==> config.mk <==
export PLATFORM = sky130hd
export DESIGN_NAME = led_toggle_ctrl
export DESIGN_NICKNAME = d
export VERILOG_FILES = /design/src/rtl/led_toggle_ctrl.sv
export SDC_FILE = /design/constraint.sdc
export NUM_CORES = 1
export LEC_CHECK = 0
export CORE_UTILIZATION = 45
export DETAILED_ROUTE_END_ITERATION = 12
export PLACE_DENSITY = 0.73
export SKIP_CTS_REPAIR_TIMING = 1
export SYNTH_ARGS = -nofsm -noshare
export SYNTH_HDL_FRONTEND = slang
export SYNTH_SLANG_ARGS = --single-unit
export TNS_END_PERCENT = 10
==> constraint.sdc <==
create_clock -name Clk -period 2.7 [get_ports Clk]
set_input_delay 0.54 -clock Clk [delete_from_list [all_inputs] [get_ports Clk]]
set_output_delay 0.54 -clock Clk [all_outputs]
set_load 0.005 [all_outputs]
==> src/rtl/led_toggle_ctrl.sv <==
// led_toggle_ctrl
//   A push-button selects the LED mode. Each press moves OFF -> ON -> BLINK
//   -> CHASE -> OFF. BLINK inverts every LED after SLOW_DIV timebase ticks.
//   CHASE rotates a single lit LED left after FAST_DIV timebase ticks.
//
// Ports
//   Clk         : single clock; all state changes on its rising edge
//   Rst         : asynchronous reset, active low
//   ClkEnable   : one-cycle timebase tick (the debouncer's own tick)
//   ButtonPulse : one-cycle press pulse from the debouncer
//   LedOut      : registered LED drive, 1 = lit
//   Mode        : registered mode (00 OFF, 01 ON, 10 BLINK, 11 CHASE)
//   StepPulse   : registered one-cycle pulse on each BLINK toggle or CHASE shift
module led_toggle_ctrl #(
  parameter int NUM_LEDS = 8,
  parameter int SLOW_DIV = 500,
  parameter int FAST_DIV = 125
) (
  input  logic                Clk,
  input  logic                Rst,
  input  logic                ClkEnable,
  input  logic                ButtonPulse,
  output logic [NUM_LEDS-1:0] LedOut,
  output logic [1:0]          Mode,
  output logic                StepPulse
);

  localparam int MaxDiv   = (SLOW_DIV > FAST_DIV) ? SLOW_DIV : FAST_DIV;
  localparam int CntWidth = $clog2(MaxDiv + 1);

  localparam logic [CntWidth-1:0] SlowLast = CntWidth'(SLOW_DIV - 1);
  localparam logic [CntWidth-1:0] FastLast = CntWidth'(FAST_DIV - 1);
  localparam logic [CntWidth-1:0] CntOne   = CntWidth'(1);
  localparam logic [NUM_LEDS-1:0] LedOne   = NUM_LEDS'(1);

  typedef enum logic [1:0] {
    ModeOff   = 2'b00,
    ModeOn    = 2'b01,
    ModeBlink = 2'b10,
    ModeChase = 2'b11
  } modeT;

  modeT                modeQ, modeD;
  logic [NUM_LEDS-1:0] ledQ, ledD;
  logic [CntWidth-1:0] cntQ, cntD;
  logic                stepQ, stepD;

  // State register
  always_ff @(posedge Clk or negedge Rst) begin
    if (!Rst) begin
      modeQ <= ModeOff;
      ledQ  <= '0;
      cntQ  <= '0;
      stepQ <= 1'b0;
    end else begin
      modeQ <= modeD;
      ledQ  <= ledD;
      cntQ  <= cntD;
      stepQ <= stepD;
    end
  end

  // Next-state logic: every cycle with a press advances one mode,
  // so a held pulse steps through several modes.
  always_comb begin
    modeD = modeQ;
    if (ButtonPulse) begin
      unique case (modeQ)
        ModeOff:   modeD = ModeOn;
        ModeOn:    modeD = ModeBlink;
        ModeBlink: modeD = ModeChase;
        ModeChase: modeD = ModeOff;
      endcase
    end
  end

  // Output/datapath logic. A press takes priority over a due step: the
  // step is dropped and the entry pattern of the new mode is loaded.
  always_comb begin
    ledD  = ledQ;
    cntD  = cntQ;
    stepD = 1'b0;
    if (ButtonPulse) begin
      cntD = '0;
      unique case (modeD)
        ModeOff:   ledD = '0;
        ModeOn:    ledD = '1;
        ModeBlink: ledD = '1;
        ModeChase: ledD = LedOne;
      endcase
    end else begin
      unique case (modeQ)
        ModeOff: begin
          ledD = '0;
          cntD = '0;
        end
        ModeOn: begin
          ledD = '1;
          cntD = '0;
        end
        ModeBlink: begin
          if (ClkEnable) begin
            if (cntQ == SlowLast) begin
              cntD  = '0;
              ledD  = ~ledQ;
              stepD = 1'b1;
            end else begin
              cntD = cntQ + CntOne;
            end
          end
        end
        ModeChase: begin
          if (ClkEnable) begin
            if (cntQ == FastLast) begin
              cntD  = '0;
              ledD  = {ledQ[NUM_LEDS-2:0], ledQ[NUM_LEDS-1]};
              stepD = 1'b1;
            end else begin
              cntD = cntQ + CntOne;
            end
          end
        end
      endcase
    end
  end

  assign Mode      = modeQ;
  assign LedOut    = ledQ;
  assign StepPulse = stepQ;

endmodule

Word level (Yosys, flattened, before mapping)

Cells that the tools add are included.

Register bits after elaboration: 20
Output and inout port bits: 11
Word-level logic and storage cells: 45

Add/subtract/negate cells: 1
Eq/ne operators: 12
Mux-type cells: 21
Bitwise operators: 1
Reductions and logical operators: 6

Operators with widths:

| kind                                                                  | number |
|---|---|
| 9-bit two-way mux                                                     | 5 |
| 8-bit two-way mux                                                     | 5 |
| 8-bit one-hot mux with 4 select lines                                 | 1 |
| 9-bit one-hot mux with 3 select lines                                 | 1 |
| 8-bit one-hot mux with 3 select lines                                 | 1 |
| 3-bit inequality test, second input constant                          | 4 |
| 9-bit by 1-bit adder with 9-bit output, second input constant         | 1 |
| 9-bit by 7-bit equality test with 1-bit output, second input constant | 1 |
| 9-bit equality test, second input constant                            | 1 |
| 2-bit equality test, second input constant                            | 4 |
| 8-bit NOT                                                             | 1 |
| 2-bit one-hot mux with 4 select lines                                 | 1 |
| 1-bit two-way mux                                                     | 5 |
| 2-bit by 1-bit equality test with 1-bit output, second input constant | 2 |
| 2-bit logical NOT                                                     | 2 |
| 4-bit AND reduction                                                   | 1 |
| 2-bit OR reduction                                                    | 2 |
| 2-bit two-way mux                                                     | 1 |
| 1-bit one-hot mux with 2 select lines                                 | 1 |
| 2-bit AND reduction                                                   | 1 |

Depth between registers and ports, before layout

Gate-level depths: netlist of run 1.

Depth in word-level cells: 7
Mapped depth: 7
Mapped depth without buffers: 7

Worst setup path before layout of run 1

No wires, ideal clock.

Path kind: in2reg
Start: in ButtonPulse
End: reg ledQ[1], in the netlist LedOut[1]
Library setup time: 0.125 ns
Arrival: 2.088 ns
Slack: 0.487 ns
Stages: 6
Path buffers: 1
Cells stage by stage: clkbuf_1 -> mux2_2 -> ha_1 -> nor2b_1 -> a21oi_1 -> mux2_2

Word-level cells in the longest chain between the ends: 5
Elaborated cells on any way between the ends: 13

Ends and longest elaborated chain:

| what                                                                                  | RTL line | source |
|---|---|---|
| from (decl)                                                                           | 22       | `input logic ButtonPulse,` |
| 2-bit two-way mux                                                                     | 67       | `if (ButtonPulse) begin` |
| 2-bit equality test or 2-bit by 1-bit equality test with 1-bit output (tied branches) | 85       | `unique case (modeD)` |
| 2-bit OR reduction (no line)                                                          | n/a      |  |
| 8-bit one-hot mux with 3 select lines                                                 | 85       |  |
| 8-bit two-way mux                                                                     | 83       | `if (ButtonPulse) begin` |
| to (signal assigned)                                                                  | 57       | `ledQ <= ledD;` |
| to (decl)                                                                             | 44       | `logic [NUM_LEDS-1:0] ledQ, ledD;` |

Several ways; a longest one is shown, not always the timed one.
A chain may end at the register's enable or synchronous reset.

Worst setup path in the final report of run 1

Start: in ButtonPulse
End: reg ledQ[3], in the netlist LedOut[3]

Word-level cells in the longest chain between the ends: 5
Elaborated cells on any way between the ends: 13

Ends and longest elaborated chain:

| what                                                                                  | RTL line | source |
|---|---|---|
| 2-bit two-way mux (*)                                                                 | 67       |  |
| named net modeD[0]                                                                    | 43       | `modeT modeQ, modeD;` |
| 2-bit equality test or 2-bit by 1-bit equality test with 1-bit output (tied branches) | 85       |  |
| 2-bit OR reduction (no line)                                                          | n/a      |  |
| 8-bit one-hot mux with 3 select lines (*)                                             | 85       |  |
| 8-bit two-way mux (*)                                                                 | 83       |  |

The timed path passes the listed nets; every way through them passes the cells marked *.

==> results of run 1 <==
==> cell type report <==
class / count / area (sq um)
repair buffers: 20 / 185
well taps: 31 / 38.8
inverters: 9 / 33.8
clock buffers: 3 / 22.5
fillers: 257 / 1230
multi-input cells: 107 / 769
flip-flops and latches: 20 / 500
==> routing by layer <==
layer  track usage (%)  vias to the layer above  part of all wire (%)
li1                  -                      547                     -
met1              24.9                      537                    48
met2              32.0                       31                    47
met3              2.76                        6                   3.5
met4              5.57                        0                   1.5
met5                 0                        -                     0
==> cell families after synthesis <==
| family | Yosys count | share of synthesized area [%] |
|---|---|---|
| AOI/OAI and AO/OA | 39 | 21.6 |
| xor gates and xnor gates | 1 | 0.659 |
| adders and majority gates | 5 | 4.70 |
| buffers and inverters | 15 | 4.51 |
| DFF | 20 | 37.6 |
| muxes | 9 | 7.62 |
| and+or+nand+nor | 53 | 23.2 |
==> state kept, by name, indices dropped and copies added, names as in the netlist <==
name,flops
StepPulse,1
LedOut,8
cntQ,9
Mode,2
==> power groups by stage <==
stage / registers [uW] / logic [uW] / clock network (uW)
global route: 507 / 965 / 164
global placement: 487 / 846 / 0
finish: 490 / 880 / 144
detailed placement: 497 / 878 / 0
CTS: 490 / 884 / 149
floorplan: 495 / 531 / 0
==> stage by stage <==
step	setup slack, ns	hold slack [ns]	power (uW)	area, sq um
3_3_place_gp	0.270	0.534	1330	1530
5_1_grt	0.335	0.542	1640	1550
3_5_place_dp	0.203	0.548	1370	1530
6_report	0.523	0.522	1510	1550
2_1_floorplan	0.487	0.244	1030	1330
4_1_cts	0.533	0.539	1520	1550
==> synthesized netlist by cell type (all sizes together), types with 2 or more instances <==
cell type | number | area share (%)
a21oi | 10 | 3.8
a41oi | 2 | 4.1
and2 | 7 | 3.3
and3 | 2 | 0.94
and4 | 2 | 1.5
buf | 2 | 0.75
clkbuf | 4 | 1.2
dfrtp | 20 | 38
ha | 5 | 4.7
inv | 9 | 2.5
mux2 | 9 | 7.6
nand2 | 14 | 4.0
nand2b | 4 | 1.9
nand3 | 2 | 0.75
nand4 | 2 | 0.94
nor2 | 6 | 1.7
nor2b | 8 | 3.8
nor3 | 2 | 2.0
o211ai | 5 | 2.8
o21ai | 11 | 4.1
o22ai | 2 | 0.94
o311ai | 5 | 3.3
==> path summary, 6_finish.rpt <==
check / startpoint / endpoint
setup / recovery: ButtonPulse / LedOut[3]$_DFFE_PN0P_
hold / removal: Rst / cntQ[0]$_DFFE_PN0P_
setup reg to reg: Mode[0]$_DFF_PN0_ / cntQ[7]$_DFFE_PN0P_
hold reg to reg: LedOut[6]$_DFFE_PN0P_ / LedOut[6]$_DFFE_PN0P_
max in group asynchronous: Rst / cntQ[4]$_DFFE_PN0P_
min in group Clk: LedOut[6]$_DFFE_PN0P_ / LedOut[6]$_DFFE_PN0P_
==> flow_summary_export.csv, run 1 <==
group,metric,value,unit
sta,setup_violations,0,
die,die_h,56.4,microns
sta,final_hold_viol_count,0,
critical_path,worstPathMaxFanout,7,
layout,utilization,55.7,%
global_route,grt_usage,18.8,%
drt,postRouteAntennaNets,0,
drt,drcViolationCount,0,
clocking,root_buffer,"clkbuf_4",
clocking,clock-sinks,20,
critical_path,crit_path_cell_trace,"clkdlybuf4s50_1 > buf_4 > xor2_1 > inv_1 > ha_1 > nor2b_1 > buf_4 > a21oi_1 > mux2_2",
sta,rsz0062_at_grt,"false",
synthesis,async_flop_share,100,%
clocking,insertion_delay,0.30,ns
critical_path,path_common_cell,"buf_4",
sta,report.final.slew_viol_count,0,
layout,mostFrequentLayoutCells,"dfrtp_1, nand2_1, clkdlybuf4s50_1",
sta,setup_tns,0,ns
critical_path,critPathTopFamily,"buffers and inverters",
synthesis,syn_nets,151,
drt,routed_via_density,5.90,
global_route,grt_max_degree,14,
sta,skew,0.00269,ns
critical_path,critPathSlowestCell,"clkdlybuf4s50_1",
critical_path,end_kind,"flip-flop",
placed_design,gp_congestion,0.927,
power_and_ir_drop,power.leakage,0.000611,uW
clocking,numCtsBuffers,3,
placed_design,post-place-cells,187,
die,ios,15,
clocking,tritoncts,"built",
synthesis,synth-seq-area-share,37.6,%
clocking,htreeDepth,1,
sta,tightest_slew,0.536,ns
layout,drive_above_1_share,16.4,%
critical_path,crit_cells,9,
critical_path,reg2reg_depth,6,
run_status,status,"finished clean",
critical_path,worstSetupPathType,"primary input to flip-flop",
critical_path,cp.required,2.90,ns
layout,syn2layout_area_growth,16.6,%
global_route,overflow,0,
critical_path,max_stage_delay,0.50,ns
worst_hold_path,min_path_type,"primary input to asynchronous set/reset pin",
drt,finalWirelength,2.76,mm
synthesis,yosys_warnings,0,
die,coreArea,0.00278,sq mm
critical_path,path_buf_inv,4,
die,rows,19,
power_and_ir_drop,peakVddDrop,832,uV
layout,antenna_cells,0,
synthesis,synth_edf_count,0,
power_and_ir_drop,combPwrFrac,58.1,%
layout,fin_nets,170,
clocking,cts_buffer_depth,2,
global_route,grt_pass1_vias,1051,
synthesis,avgSynthCellArea,9.37,sq um
drt,vias,1121,
drt,drt_pass1_iterations,4,
sta,period_needed,2.18,ns
placed_design,hpwl,2.12,mm
sta,slew_headroom,64.3,%
drt,wl_per_cell,14.5,microns
power_and_ir_drop,pwr-share-seq,32.3,%
synthesis,synthCells,142,
critical_path,cp.arrival,2.37,ns
sta,period_share,80.6,%
clocking,clk_pin_slew,0.11,ns
run,max_cap_viol_count,0,
global_route,grt_pass1_wl,4.69,mm
power_and_ir_drop,powerDensity,976,mW/mm^2
global_route,antenna_found_initial,0,
layout,final_common_cell,"dfrtp_1",
layout,instances_no_fill,190,
placed_design,io_buffers,14,
power_and_ir_drop,intPower,913,uW
die,die_area,0.00318,sq mm
die,start_util,47.8,%
critical_path,rrSetupSlack,0.54,ns
synthesis,netlist_area,0.00133,sq mm
sta,max_freq,459,MHz
synthesis,ys_ff_latch,20,
power_and_ir_drop,clkPwrFrac,9.5,%
critical_path,crit_path_start_kind,"primary input",
synthesis,ys.flop_type,"dfrtp_1",
synthesis,synth_cell_types,35,
drt,drt-initial-drc-count,30,
die,die_x,56.4,microns
power_and_ir_drop,p_sw,601,uW
power_and_ir_drop,power.share.switching,39.7,%
Power figures use the tool's default switching activity.
==> run 2: changes to the inputs <==
--- a/config.mk
+++ b/config.mk
@@ -7,7 +7,7 @@
 export LEC_CHECK = 0
 export CORE_UTILIZATION = 45
 export DETAILED_ROUTE_END_ITERATION = 12
-export PLACE_DENSITY = 0.73
+export PLACE_DENSITY = 0.76
 export SKIP_CTS_REPAIR_TIMING = 1
 export SYNTH_ARGS = -nofsm -noshare
 export SYNTH_HDL_FRONTEND = slang
==> constraint.sdc (replaced) <==
create_clock -name Clk -period 1.9 [get_ports Clk]
set_input_delay 0.38 -clock Clk [delete_from_list [all_inputs] [get_ports Clk]]
set_output_delay 0.38 -clock Clk [all_outputs]
set_load 0.005 [all_outputs]
==> run 2 against run 1 <==
Against the previous run: global-route usage rose by 1.8 points; cell count rose by 9.5%; clock power rose by 42%; non-clock buffer count is 18 higher; highest routed layer unchanged.
==> flow_summary_export.csv, run 2 (synthesized netlist as in run 1, its figures left out) <==
group,metric,value,unit
critical_path,max_stage_delay,0.54,ns
critical_path,critPathTopFamily,"buffers and inverters",
die,coreArea,0.00278,sq mm
layout,largest_register_ffs,9,
layout,register_area,500,sq um
worst_hold_path,min_path_type,"primary input to asynchronous set/reset pin",
critical_path,critPathSlowestCell,"clkdlybuf4s50_1",
drt,finalWirelength,2.93,mm
global_route,grt_pass1_wl,5.12,mm
critical_path,r2r-start,"Mode[1]$_DFF_PN0_",
clocking,cts_buffer_depth,2,
critical_path,end_kind,"flip-flop",
critical_path,rrSetupSlack,0.05,ns
clocking,htreeDepth,1,
layout,syn2layout_area_growth,31.0,%
sta,period_needed,1.87,ns
critical_path,crit_path_start_kind,"primary input",
layout,fillers,234,
critical_path,cp.arrival,2.07,ns
placed_design,gp_congestion,0.853,
global_route,grt_usage,20.6,%
power_and_ir_drop,intPower,1530,uW
drt,wl_per_cell,14.1,microns
layout,regMostFlops,"cntQ",
run,max_cap_viol_count,0,
global_route,overflow,0,
power_and_ir_drop,powerDensity,1400,mW/mm^2
layout,antenna_cells,0,
clocking,insertion_delay,0.30,ns
layout,final_common_cell,"buf_4",
drt,routed_via_density,5.64,
drt,vias,1174,
sta,setup_violations,0,
clocking,numCtsBuffers,3,
global_route,grt_max_degree,21,
power_and_ir_drop,p_total,2440,uW
die,start_util,47.8,%
critical_path,path_buf_inv,3,
global_route,antenna_found_initial,0,
placed_design,hpwl,2.19,mm
sta,final_hold_viol_count,0,
power_and_ir_drop,p_sw,910,uW
die,rows,19,
layout,mostFrequentLayoutCells,"buf_4, dfrtp_1, nand2_1, clkdlybuf4s50_1",
sta,skew,0.00123,ns
power_and_ir_drop,combPwrFrac,64.2,%
clocking,clk_pin_slew,0.11,ns
clocking,tritoncts,"built",
die,die_h,56.4,microns
critical_path,crit_path_cell_trace,"clkdlybuf4s50_1 > buf_4 > xor2_2 > inv_1 > ha_4 > nor2b_4 > a21oi_1 > mux2_2",
sta,whs,0.401,ns
layout,drive_above_1_share,27.7,%
critical_path,cp.required,2.10,ns
sta,slew_headroom,78.3,%
clocking,clock-sinks,20,
layout,multi_input_area,813,sq um
layout,fin_nets,188,
clocking,root_buffer,"clkbuf_4",
critical_path,worstReg2RegEnd,"LedOut[7]$_DFFE_PN0P_",
die,die_x,56.4,microns
drt,drcViolationCount,0,
power_and_ir_drop,peakVddDrop,1110,uV
sta,period_share,98.3,%
drt,drt_pass1_iterations,4,
sta,tightest_slew,0.323,ns
placed_design,io_buffers,14,
run_status,status,"finished clean",
sta,report.final.slew_viol_count,0,
critical_path,worstSetupPathType,"primary input to flip-flop",
drt,postRouteAntennaNets,0,
power_and_ir_drop,power.leakage,0.000723,uW
sta,rsz0062_at_grt,"true",
sta,max_freq,536,MHz
die,die_area,0.00318,sq mm
power_and_ir_drop,power.share.switching,37.2,%
power_and_ir_drop,clkPwrFrac,8.3,%
critical_path,worstPathMaxFanout,7,
die,ios,15,
critical_path,reg2reg_depth,6,
global_route,grt_pass1_vias,1147,
power_and_ir_drop,pwr-share-seq,27.4,%
drt,drt-initial-drc-count,35,
==> run 2: changes by cell type in the layout (fill, tap and decap cells not counted), sizes merged <==
| cell | change |
|---|---|
| buf | +18 |
==> run 2: power by group through the flow <==
stage,clock network [uW],registers (uW),logic (uW)
6_report,204,671,1570
5_1_grt,229,690,1730
4_1_cts,206,673,1510
3_5_place_dp,0,680,1500
3_3_place_gp,0,672,1470
2_1_floorplan,0,704,824
==> run 2: worst max path at each step <==
stage	start	to	slack, ns	depth (start not counted)
after floorplan	Mode[0]$_DFF_PN0_	LedOut[1]$_DFFE_PN0P_	0.02	7
after global placement	ButtonPulse	cntQ[2]$_DFFE_PN0P_	-0.27	6
after detailed placement	ButtonPulse	cntQ[2]$_DFFE_PN0P_	-0.32	6
after CTS	ButtonPulse	cntQ[2]$_DFFE_PN0P_	-0.003	6
after global routing	ButtonPulse	LedOut[3]$_DFFE_PN0P_	-0.06	8
final	ButtonPulse	LedOut[7]$_DFFE_PN0P_	0.03	8
==> run 2: per-layer routing <==
metal	GRT usage [%]	share of wire, %	vias up
li1	-	-	584
met1	27.7	47	569
met2	33.0	49	17
met3	3.00	2.5	4
met4	9.06	1.1	0
met5	0	0	-
==> run 2: cell type report <==
cell class	count	share of cell area (%)
flip-flops and latches	20	28.7
inverters	9	1.94
well taps	31	2.23
clock buffers	3	1.29
repair buffers	38	19.1
multi-input cells	107	46.7
==> run 2: per-stage QoR <==
step	cell area, sq um	util, %	TNS (ns)	std cells	setup slack, ns
detailed placement	1690	60.7	-3.68	204	-0.323
CTS	1710	61.5	-0.00311	207	-0.00311
global route	1740	62.6	-0.325	208	-0.0631
floorplan	1350	-	0	142	0.0249
global placement	1690	60.7	-2.86	204	-0.269
finish	1740	62.6	0	208	0.0330
==> run 3: changes to the inputs <==
--- a/config.mk
+++ b/config.mk
@@ -5,8 +5,10 @@
 export SDC_FILE = /design/constraint.sdc
 export NUM_CORES = 1
 export LEC_CHECK = 0
+export CAP_MARGIN = 5
 export CORE_UTILIZATION = 45
 export DETAILED_ROUTE_END_ITERATION = 12
+export MAX_ROUTING_LAYER = met4
 export PLACE_DENSITY = 0.76
 export SKIP_CTS_REPAIR_TIMING = 1
 export SYNTH_ARGS = -nofsm -noshare
==> run 3 against run 2 <==
Against the previous run: design area stayed put; first-iteration DRC count shrank 49%; critical path depth unchanged; clock power about the same; sequential cell count stayed put; critical path type unchanged; critical endpoint unchanged; largest cell class unchanged.
==> flow_summary_export.csv, run 3 (synthesized netlist as in run 1, its figures left out) <==
group,metric,value,unit
die,start_util,47.8,%
die,coreArea,0.00278,sq mm
sta,slew_headroom,78.3,%
drt,drt-initial-drc-count,18,
layout,utilization,62.6,%
die,die_h,56.4,microns
die,ios,15,
power_and_ir_drop,p_total,2440,uW
die,rows,19,
critical_path,critPathSlowestCell,"clkdlybuf4s50_1",
sta,setup_violations,0,
sta,period_needed,1.87,ns
placed_design,hpwl,2.19,mm
critical_path,worstSetupPathType,"primary input to flip-flop",
placed_design,io_buffers,14,
critical_path,cp.arrival,2.07,ns
critical_path,worstReg2RegEnd,"LedOut[7]$_DFFE_PN0P_",
critical_path,critPathTopFamily,"buffers and inverters",
placed_design,gp_congestion,0.867,
clocking,numCtsBuffers,3,
global_route,overflow,0,
critical_path,cp.required,2.09,ns
layout,antenna_cells,0,
sta,rsz0062_at_grt,"true",
global_route,grt_pass1_vias,1145,
clocking,clk_pin_slew,0.11,ns
layout,syn2layout_area_growth,31.0,%
sta,report.final.slew_viol_count,0,
clocking,tritoncts,"built",
die,die_area,0.00318,sq mm
layout,final_common_cell,"buf_4",
power_and_ir_drop,powerDensity,1400,mW/mm^2
clocking,insertion_delay,0.30,ns
critical_path,end_kind,"flip-flop",
sta,final_hold_viol_count,0,
clocking,clock-sinks,20,
worst_hold_path,min_path_type,"primary input to asynchronous set/reset pin",
drt,finalWirelength,2.94,mm
global_route,grt_usage,21.2,%
critical_path,path_buf_inv,3,
power_and_ir_drop,power.leakage,0.000723,uW
critical_path,crit_path_cell_trace,"clkdlybuf4s50_1 > buf_4 > xor2_2 > inv_1 > ha_4 > nor2b_4 > a21oi_1 > mux2_2",
sta,max_freq,535,MHz
critical_path,r2r-start,"Mode[1]$_DFF_PN0_",
sta,period_share,98.5,%
global_route,antenna_found_initial,0,
clocking,cts_buffer_depth,2,
critical_path,crit_path_start_kind,"primary input",
layout,regMostFlops,"cntQ",
global_route,grt_max_degree,21,
layout,drive_above_1_share,27.7,%
layout,largest_register_ffs,9,
layout,stdcell_area,0.00174,sq mm
global_route,grt_pass1_wl,5.11,mm
sta,whs,0.405,ns
run,max_cap_viol_count,0,
critical_path,max_stage_delay,0.54,ns
layout,mostFrequentLayoutCells,"buf_4, dfrtp_1, nand2_1, clkdlybuf4s50_1",
critical_path,rrSetupSlack,0.05,ns
drt,drt_pass1_iterations,4,
placed_design,post_dp_cell_area,0.00169,sq mm
clocking,htreeDepth,1,
run_status,status,"finished clean",
drt,drcViolationCount,0,
die,die_x,56.4,microns
sta,fin_ws,0.0293,ns
power_and_ir_drop,peakVddDrop,1110,uV
drt,postRouteAntennaNets,0,
drt,routed_via_density,5.69,
critical_path,reg2reg_depth,6,
drt,wl_per_cell,14.1,microns
placed_design,pre_cts_ws,-0.323,ns
sta,skew,0.00122,ns
clocking,root_buffer,"clkbuf_4",
drt,vias,1184,
layout,fin_nets,188,
critical_path,worstPathMaxFanout,7,
sta,tightest_slew,0.322,ns
[run 3: cell counts in the layout (fill, tap and decap cells not counted)]
Identical to the previous run, type by type.
[run 3: worst max path at each step]
stage,from,to,slack [ns],cells after the start
finish,ButtonPulse,LedOut[7]$_DFFE_PN0P_,0.03,8
global route,ButtonPulse,LedOut[3]$_DFFE_PN0P_,-0.06,8
CTS,ButtonPulse,cntQ[2]$_DFFE_PN0P_,-0.003,6
detailed placement,ButtonPulse,cntQ[2]$_DFFE_PN0P_,-0.32,6
global placement,ButtonPulse,cntQ[2]$_DFFE_PN0P_,-0.27,6
floorplan,Mode[0]$_DFF_PN0_,LedOut[1]$_DFFE_PN0P_,0.02,7
[run 3: per-stage QoR]
step           setup TNS, ns  instances
2_1_floorplan              0        142
3_3_place_gp           -2.86        204
3_5_place_dp           -3.68        204
4_1_cts             -0.00311        207
5_1_grt               -0.325        208
6_report                   0        208
[run 3: power by group]
group / switching, uW / internal, uW
clock network: 128 / 73.9
logic: 672 / 899
registers: 109 / 562
[run 3: layer usage]
layer  vias to the layer above  wire [microns]  track usage, %
li1                        585               -               -
met1                       577            1390            27.9
met2                        17            1440            32.8
met3                         5              74            3.00
met4                         0              31            9.06
met5                         -               0               -
[run 3: area by class of cell]
cell class / count / area, sq um
well taps: 31 / 38.8
flip-flops and latches: 20 / 500
repair buffers: 38 / 333
multi-input cells: 107 / 813
inverters: 9 / 33.8
fillers: 234 / 1040
clock buffers: 3 / 22.5
